**src/rtl/imem_loader.sv**
```systemverilog
// Byte-stream program loader: writes words into instruction memory and holds the core in reset until a clean load.
// Optional trailer checksum byte enabled by defining IMEM_LOADER_CHECKSUM_EN.
module imem_loader #(
    parameter int DATA_WIDTH = 32,
    parameter int ADDR_WIDTH = 5
) (
    input  logic                  clk_i,
    input  logic                  reset_i,
    input  logic                  start_i,
    input  logic                  byte_valid_i,
    input  logic [7:0]            byte_data_i,
    output logic                  byte_ready_o,
    output logic                  imem_we_o,
    output logic [ADDR_WIDTH-1:0] imem_waddr_o,
    output logic [DATA_WIDTH-1:0] imem_wdata_o,
    output logic                  core_reset_o,
    output logic                  done_o,
    output logic                  error_o
);
    localparam int DEPTH = 2 ** (ADDR_WIDTH - 2);
    localparam int IW    = ADDR_WIDTH - 2;

    typedef enum logic [3:0] {
        S_IDLE, S_HDR0, S_HDR1, S_CHECK, S_DATA, S_WRITE, S_DONE, S_ERROR
`ifdef IMEM_LOADER_CHECKSUM_EN
        , S_CSUM
`endif
    } state_e;

    state_e                state_q, state_d;
    logic [15:0]           len_q;
    logic [IW-1:0]         word_idx_q;
    logic [1:0]            byte_cnt_q;
    logic [DATA_WIDTH-1:0] word_q, word_d;
    logic                  ready_q, we_q, core_reset_q, done_q, error_q;
    logic [ADDR_WIDTH-1:0] waddr_q;
    logic [DATA_WIDTH-1:0] wdata_q;
    logic                  xfer, last_word;
`ifdef IMEM_LOADER_CHECKSUM_EN
    logic [7:0]            xor_q;
`endif

    assign xfer      = byte_valid_i && ready_q;
    assign last_word = int'(word_idx_q) == int'(len_q) - 1;

    always_comb begin
        word_d = word_q;
        word_d[{byte_cnt_q, 3'b000} +: 8] = byte_data_i;
    end

    always_comb begin
        state_d = state_q;
        case (state_q)
            S_IDLE:  if (start_i) state_d = S_HDR0;
            S_HDR0:  if (xfer) state_d = S_HDR1;
            S_HDR1:  if (xfer) state_d = S_CHECK;
            S_CHECK: begin
                if (len_q == 16'd0)            state_d = S_DONE;
                else if (int'(len_q) > DEPTH)  state_d = S_ERROR;
                else                           state_d = S_DATA;
            end
            S_DATA:  if (xfer && byte_cnt_q == 2'd3) state_d = S_WRITE;
            S_WRITE: begin
`ifdef IMEM_LOADER_CHECKSUM_EN
                state_d = last_word ? S_CSUM : S_DATA;
`else
                state_d = last_word ? S_DONE : S_DATA;
`endif
            end
            S_DONE:  if (start_i) state_d = S_HDR0;
            S_ERROR: if (start_i) state_d = S_HDR0;
`ifdef IMEM_LOADER_CHECKSUM_EN
            S_CSUM:  if (xfer) state_d = (byte_data_i == xor_q) ? S_DONE : S_ERROR;
`endif
            default: state_d = S_IDLE;
        endcase
    end

    // Outputs are registered from the next state so they change on the same edge as the state.
    always_ff @(posedge clk_i or posedge reset_i) begin
        if (reset_i) begin
            state_q      <= S_IDLE;
            len_q        <= '0;
            word_idx_q   <= '0;
            byte_cnt_q   <= '0;
            word_q       <= '0;
            ready_q      <= 1'b0;
            we_q         <= 1'b0;
            waddr_q      <= '0;
            wdata_q      <= '0;
            core_reset_q <= 1'b1;
            done_q       <= 1'b0;
            error_q      <= 1'b0;
`ifdef IMEM_LOADER_CHECKSUM_EN
            xor_q        <= '0;
`endif
        end else begin
            state_q      <= state_d;
            ready_q      <= (state_d == S_HDR0) || (state_d == S_HDR1) || (state_d == S_DATA)
`ifdef IMEM_LOADER_CHECKSUM_EN
                            || (state_d == S_CSUM)
`endif
                            ;
            we_q         <= state_d == S_WRITE;
            done_q       <= state_d == S_DONE;
            error_q      <= state_d == S_ERROR;
            core_reset_q <= state_d != S_DONE;

            if (state_q == S_HDR0 && xfer) len_q[7:0]  <= byte_data_i;
            if (state_q == S_HDR1 && xfer) len_q[15:8] <= byte_data_i;

            if (state_q == S_CHECK) begin
                word_idx_q <= '0;
                byte_cnt_q <= '0;
`ifdef IMEM_LOADER_CHECKSUM_EN
                xor_q      <= '0;
`endif
            end

            if (state_q == S_DATA && xfer) begin
                word_q     <= word_d;
                byte_cnt_q <= byte_cnt_q + 2'd1;
`ifdef IMEM_LOADER_CHECKSUM_EN
                xor_q      <= xor_q ^ byte_data_i;
`endif
                if (byte_cnt_q == 2'd3) begin
                    waddr_q <= {word_idx_q, 2'b00};
                    wdata_q <= word_d;
                end
            end

            if (state_q == S_WRITE && !last_word) word_idx_q <= word_idx_q + 1'b1;
        end
    end

    assign byte_ready_o = ready_q;
    assign imem_we_o    = we_q;
    assign imem_waddr_o = waddr_q;
    assign imem_wdata_o = wdata_q;
    assign core_reset_o = core_reset_q;
    assign done_o       = done_q;
    assign error_o      = error_q;

endmodule

```
**config.mk**
```make
export PLATFORM = sky130hd
export DESIGN_NAME = imem_loader
export DESIGN_NICKNAME = d
export VERILOG_FILES = /design/src/rtl/imem_loader.sv
export SDC_FILE = /design/constraint.sdc
export NUM_CORES = 1
export LEC_CHECK = 0
export CORE_UTILIZATION = 30
export CTS_CLUSTER_SIZE = 28
export DETAILED_ROUTE_END_ITERATION = 7
export PLACE_DENSITY = 0.53
export SLEW_MARGIN = 20
export SYNTH_ARGS = -nofsm -noshare
export SYNTH_HDL_FRONTEND = slang
export SYNTH_SLANG_ARGS = --single-unit
```
**constraint.sdc**
```tcl
create_clock -name clk_i -period 3.6 [get_ports clk_i]
set_input_delay 0.54 -clock clk_i [delete_from_list [all_inputs] [get_ports clk_i]]
set_output_delay 0.54 -clock clk_i [all_outputs]
set_load 0.01 [all_outputs]
```
==> results of run 1 <==
==> layout by cell type, fill, tap and decap left out, types with 4 or more instances in the layout <==
cell	count
mux2i_1	5
or4_1	4
and2_1	4
dfrtp_1	96
nor3_1	7
ha_1	8
nor2b_1	34
o21ai_0	38
buf_4	9
a22o_1	32
nor2_1	8
nand3_1	6
inv_1	11
clkdlybuf4s50_1	51
clkbuf_16	9
mux2_2	19
nand2_1	49
a21oi_1	33
==> path summary, 6_finish.rpt <==
path / to / start / slack, ps / cells after the start
setup reg to reg: byte_ready_o / len_q[0] / 1120 / 8
min in group asynchronous: imem_wdata_o[28] / reset_i / 600 / 2
max in group asynchronous: len_q[0] / reset_i / 2280 / 3
hold / removal: imem_wdata_o[4] / imem_wdata_o[4] / 480 / 2
setup / recovery: byte_ready_o / len_q[0] / 1120 / 8
hold reg to reg: imem_wdata_o[4] / imem_wdata_o[4] / 480 / 2
==> power groups by stage <==
stage	clock, mW	combinational [mW]	sequential [mW]
5_1_grt	0.980	0.757	1.31
4_1_cts	0.943	0.690	1.29
2_1_floorplan	0	0.510	1.28
3_3_place_gp	0	0.672	1.31
6_report	0.922	0.680	1.29
3_5_place_dp	0	0.687	1.31
==> metal layers <==
layer  up-vias  GRT usage [%]  share of wire, %
met5         -              0                 0
li1       1570              -                 -
met3        12           3.02               3.1
met2        51           23.7                49
met4         0           5.80               1.6
met1      1601           18.7                47
==> registers in the layout, summed over array words and instances, names as in the netlist <==
| name | flops |
|---|---|
| byte_ready_o | 1 |
| imem_waddr_o | 3 |
| word_idx_q | 3 |
| byte_cnt_q | 2 |
| error_o | 1 |
| core_reset_o | 1 |
| imem_we_o | 1 |
| state_q | 4 |
| done_o | 1 |
| imem_wdata_o | 32 |
| len_q | 16 |
| word_q | 32 |
==> final cells by class <==
cell class                      count  area, um^2  area share (%)
Sequential cell                    97        2430            44.5
Multi-Input combinational cell    285        1890            34.7
Timing Repair Buffer               60         578            10.6
Clock buffer                       12         256            4.70
Tap cell                          184         230            4.21
Inverter                           12        47.5           0.870
Clock inverter                      4        27.5           0.504
==> critical path: cells and delay by family, from the launching register on <==
kind                       cells  cell delay [ps]
buffers and inverters          1               80
DFF                            1              430
and+or+nand+nor                2              470
AOI/OAI and AO/OA              4             1070
adders and majority gates      1              310
==> stage by stage <==
stage | util, % | instances | setup slack, ps
final | 37.6 | 654 | 1120
after floorplan | - | 420 | 528
after global routing | 37.6 | 654 | 961
after global placement | 35.6 | 638 | 1120
after detailed placement | 35.6 | 638 | 1040
after CTS | 37.6 | 654 | 1100
==> logic make-up (layout without fill, tap and decap cells) <==
logic type / Yosys count / after routing / synth area share, %
compound gates: 114 / 114 / 16.7
xor+xnor: 3 / 3 / 0.925
fa+ha+maj: 8 / 8 / 2.24
buf+inv: 38 / 88 / 3.36
flops: 97 / 97 / 54.4
mux: 24 / 24 / 5.92
other cells: 1 / 3 / 0.0840
simple gates: 133 / 133 / 16.3
==> run_results.csv, run 1 <==
group,metric,value,unit
timing,whs,476,ps
timing,clock_skew,6.40,ps
finish,syn_to_final_growth,22.4,%
finish,finish.instance_area,5460,um^2
timing,setup_violations,0,
hold_path,hold_class,"flip-flop to flip-flop",
flow_run,max_cap_viol_count,0,
power_and_ir_drop,clkPwrFrac,31.8,%
power_and_ir_drop,internal_power,1.98,mW
floorplanning,rows,44,
finish,n_antenna_cell,0,
finish,nets,485,
setup_path,critPathMaxStageDelay,430,ps
power_and_ir_drop,peakVddDrop,0.000244,V
synth,synth_edf_count,0,
floorplanning,dieHeight,124,um
finish,fill_cells,1465,
setup_path,start_kind,"flip-flop",
synth,syn-instance-count,418,
power_and_ir_drop,powerDensity,530,nW/um^2
global_route,gr-total-overflow,0,
timing,fmax,402,MHz
clock_tree,htree_levels,3,
power_and_ir_drop,swShare,31.6,%
route,wire_per_inst,15.6,um
placed_design,port_buffers,51,
timing,fin_tns_setup,0,ps
global_route,first_global_vias,3152,
synth,syn_area,4460,um^2
floorplanning,start_util,30.7,%
floorplanning,die_width,124,um
synth,postSynth.asyncResetShare,100,%
floorplanning,dieArea,15400,um^2
outcome,outcome,"finished, final reports clean",
synth,synth_warnings,0,
route,wirelength,10200,um
setup_path,worstSetupPathType,"flip-flop to flip-flop",
power_and_ir_drop,power.leakage,2.41,nW
setup_path,crit_required,3830,ps
global_route,antenna_found_initial,0,
timing,relSlewSlack,36.1,%
synth,yosysSeqAreaShare,54.4,%
synth,syn_area_per_cell,10.7,um^2
global_route,grt_use_total,14.5,%
synth,synth-seq-cells,97,
clock_tree,clock_path_buffers,2,
synth,yosys-top-cells-count,"dfrtp_1 (96), nand2_1 (50), o21ai_0 (38)",
route,avgViaCountPerCell,4.94,
clock_tree,cts_buffers,9,
power_and_ir_drop,seqPwrFrac,44.7,%
power_and_ir_drop,power.switching,0.915,mW
placed_design,hpwl,6910,um
synth,synth_top_area_cell,"dfrtp_1",
synth,synth.most_common_cell,"dfrtp_1",
synth,synth_ff_type,"dfrtp_1",
setup_path,cp_max_fo,8,
timing,period_share,69.0,%
clock_tree,root_buffer,"clkbuf_16",
finish,layout-drive-gt1-share,11.1,%
route,drc,0,
placed_design,place_area,5180,um^2
setup_path,path_cells,"inv_1 -> ha_1 -> nand2_1 -> or4_1 -> a32o_1 -> a2111oi_4 -> a211oi_1 -> a211o_1",
timing,rsz0062_at_grt,"false",
placed_design,place.gp.congestion,0.823,
global_route,grt_max_degree,62,
setup_path,crit_arrival,2710,ps
synth,synth_top_area_share,53.8,%
floorplanning,core_region_area,14500,um^2
timing,fin_crit,2480,ps
timing,tightestPinTransition,956,ps
global_route,grt_pass1_wl,16600,um
route,via_count,3234,
setup_path,endpoint_kind,"flip-flop",
clock_tree,postCtsHoldBufs,0,
power_and_ir_drop,total_power,2.90,mW
clock_tree,clock-sinks,97,
route,ant_nets,0,
clock_tree,clkSlewWorstSetupHoldPaths,70,ps
floorplanning,io_pins,54,
clock_tree,post_cts_buffers,0,
timing,slew_violations,0,
clock_tree,clk_latency,350,ps
route,drt_first_pass_iters,4,
power_and_ir_drop,p_comb_share,23.5,%
route,drt_iter0_drc,190,
setup_path,crit_slowest_cell,"dfrtp_1",
clock_tree,cts_resized,0,
synth,synthTopCellsByArea,"dfrtp_1 (54%), a22o_1 (6.3%), mux2_2 (4.8%)",
timing,hold_viol_final,0,
synth,yosysUniqueCellTypes,45,
clock_tree,tritoncts,"built",
(Power assumes the default switching activity.)
==> inputs of run 2 (changes only) <==
Clock period 3.6 ns to 2.35 ns, I/O delays scaled along.
==> run 2 against run 1 <==
Effect of this change:
- hold slack got worse by 1.9 ps
- first-iteration DRC count up 19%
- register-to-register slack worse by 1000 ps
- routed wire length fell by 0.31%
- critical path type unchanged
==> run_results.csv, run 2 (same netlist as run 1, synthesis figures left out) <==
group,metric,value,unit
setup_path,crit_required,2610,ps
clock_tree,clock_path_buffers,2,
finish,layout-drive-gt1-share,14.5,%
setup_path,crit_slowest_cell,"or4bb_1",
timing,fmax,445,MHz
finish,syn_to_final_growth,25.6,%
finish,final_cell_mix,"dfrtp_1 (93), clkdlybuf4s50_1 (51), nand2_1 (49)",
placed_design,port_buffers,51,
setup_path,crit_family,"simple AND/OR/NAND/NOR gates",
floorplanning,core_region_area,14500,um^2
route,wire_per_inst,15.3,um
placed_design,place_ws,37.1,ps
outcome,outcome,"finished, final reports clean",
power_and_ir_drop,clkPwrFrac,33.4,%
setup_path,crit_arrival,2510,ps
setup_path,cp_num_buf_inv,1,
timing,whs,474,ps
floorplanning,dieArea,15400,um^2
global_route,antenna_found_initial,0,
global_route,first_global_vias,3197,
finish,finalNonFillerCells,661,
setup_path,worstSetupPathType,"flip-flop to flip-flop",
route,drc,0,
floorplanning,rows,44,
power_and_ir_drop,p_comb_share,24.8,%
placed_design,place_inst,646,
finish,final_common_cell,"dfrtp_1",
global_route,grt_max_degree,98,
timing,tightestPinTransition,561,ps
global_route,grt_pass1_wl,16800,um
route,ant_nets,0,
finish,nets,494,
flow_run,max_cap_viol_count,0,
floorplanning,die_width,124,um
clock_tree,htree_levels,3,
timing,period_share,95.7,%
hold_path,hold_class,"flip-flop to flip-flop",
finish,n_antenna_cell,0,
route,avgViaCountPerCell,4.89,
power_and_ir_drop,peakVddDrop,0.000404,V
setup_path,endpoint_kind,"flip-flop",
route,drt_first_pass_iters,6,
floorplanning,start_util,30.7,%
power_and_ir_drop,swShare,29.5,%
placed_design,hpwl,6630,um
clock_tree,clkSlewWorstSetupHoldPaths,60,ps
timing,fin_ws,102,ps
timing,relSlewSlack,62.5,%
floorplanning,dieHeight,124,um
power_and_ir_drop,internal_power,3.33,mW
global_route,grt_use_total,14.4,%
power_and_ir_drop,powerDensity,844,nW/um^2
clock_tree,clock-sinks,97,
timing,clock_skew,5.84,ps
finish,final_core_util,38.6,%
timing,fin_crit,2250,ps
clock_tree,cts_buffers,9,
timing,hold_viol_final,0,
route,wirelength,10100,um
route,drt_iter0_drc,226,
clock_tree,postCtsHoldBufs,0,
global_route,gr-total-overflow,0,
timing,slew_violations,0,
clock_tree,root_buffer,"clkbuf_16",
floorplanning,io_pins,54,
timing,setup_violations,0,
placed_design,place.gp.congestion,0.849,
setup_path,cp_max_fo,6,
timing,rsz0062_at_grt,"true",
power_and_ir_drop,power.leakage,2.48,nW
route,via_count,3230,
clock_tree,tritoncts,"built",
setup_path,critPathMaxStageDelay,500,ps
setup_path,path_cells,"nor2_1 -> or4bb_1 -> a32o_2 -> a2111oi_4 -> buf_4 -> nand3b_1 -> mux2i_1",
setup_path,start_kind,"flip-flop",
power_and_ir_drop,power.switching,1.39,mW
clock_tree,clk_latency,340,ps
timing,fin_tns_setup,0,ps
power_and_ir_drop,seqPwrFrac,41.8,%
finish,fill_cells,1441,
## run 2: changes by cell type in the layout (fill, tap and decap cells not counted), moves of 2 or more
cell	change
bufinv_16	+2
dfrtp_2	+3
clkinvlp_4	-2
inv_2	+2
inv_1	-2
buf_4	+8
dfrtp_1	-3
## run 2: worst paths after layout
kind                                   from               end  slack (ps)  cells after the start
hold / removal             imem_wdata_o[27]  imem_wdata_o[27]         470                      2
setup / recovery                   len_q[0]     word_idx_q[2]         100                      7
max in group asynchronous           reset_i          len_q[0]        1370                      3
hold reg to reg            imem_wdata_o[27]  imem_wdata_o[27]         470                      2
min in group asynchronous           reset_i         imem_we_o         490                      3
setup reg to reg                   len_q[0]     word_idx_q[2]         100                      7
## run 2: worst register-to-register path: cells and delay by family (launching register included)
kind / cells / cell delay [ps]
flops: 1 / 440
simple gates: 3 / 830
buf+inv: 1 / 180
compound gates: 2 / 540
mux: 1 / 190
## run 2: area by class of cell
type                            instances  area [um^2]  area share [%]
Clock buffer                           11          253            4.51
Clock inverter                          3         65.1            1.16
Inverter                               12         48.8           0.871
Multi-Input combinational cell        285         1920            34.2
Sequential cell                        97         2430            43.4
Tap cell                              184          230            4.11
Timing Repair Buffer                   69          658            11.7
## run 2: per-layer routing
| metal | share of wire (%) | routed length [um] | up-vias | GRT usage, % |
|---|---|---|---|---|
| met4 | 1.1 | 109 | 0 | 5.28 |
| met1 | 49 | 5010 | 1597 | 19.9 |
| met2 | 47 | 4790 | 49 | 22.6 |
| met3 | 2.3 | 232 | 8 | 2.66 |
| met5 | 0 | 0 | - | 0 |
| li1 | - | - | 1576 | - |
## run 2: power by group through the flow
stage | Sequential (mW) | Clock [mW] | Combinational, mW
floorplan | 1.96 | 0 | 0.782
global placement | 1.99 | 0 | 1.11
detailed placement | 2.00 | 0 | 1.13
CTS | 1.97 | 1.63 | 1.13
global route | 2.00 | 1.68 | 1.33
finish | 1.97 | 1.58 | 1.17
## run 2: repair_timing
action,in CTS,in global routing
gates resized for setup,0,10
buffers inserted,0,1
endpoints found under the setup margin,0,7
## run 2: metrics by stage
stage          total power, mW  area [um^2]
3_3_place_gp              3.10         5250
3_5_place_dp              3.12         5250
6_report                  4.73         5600
2_1_floorplan             2.74         4470
4_1_cts                   4.72         5570
5_1_grt                   5.01         5600
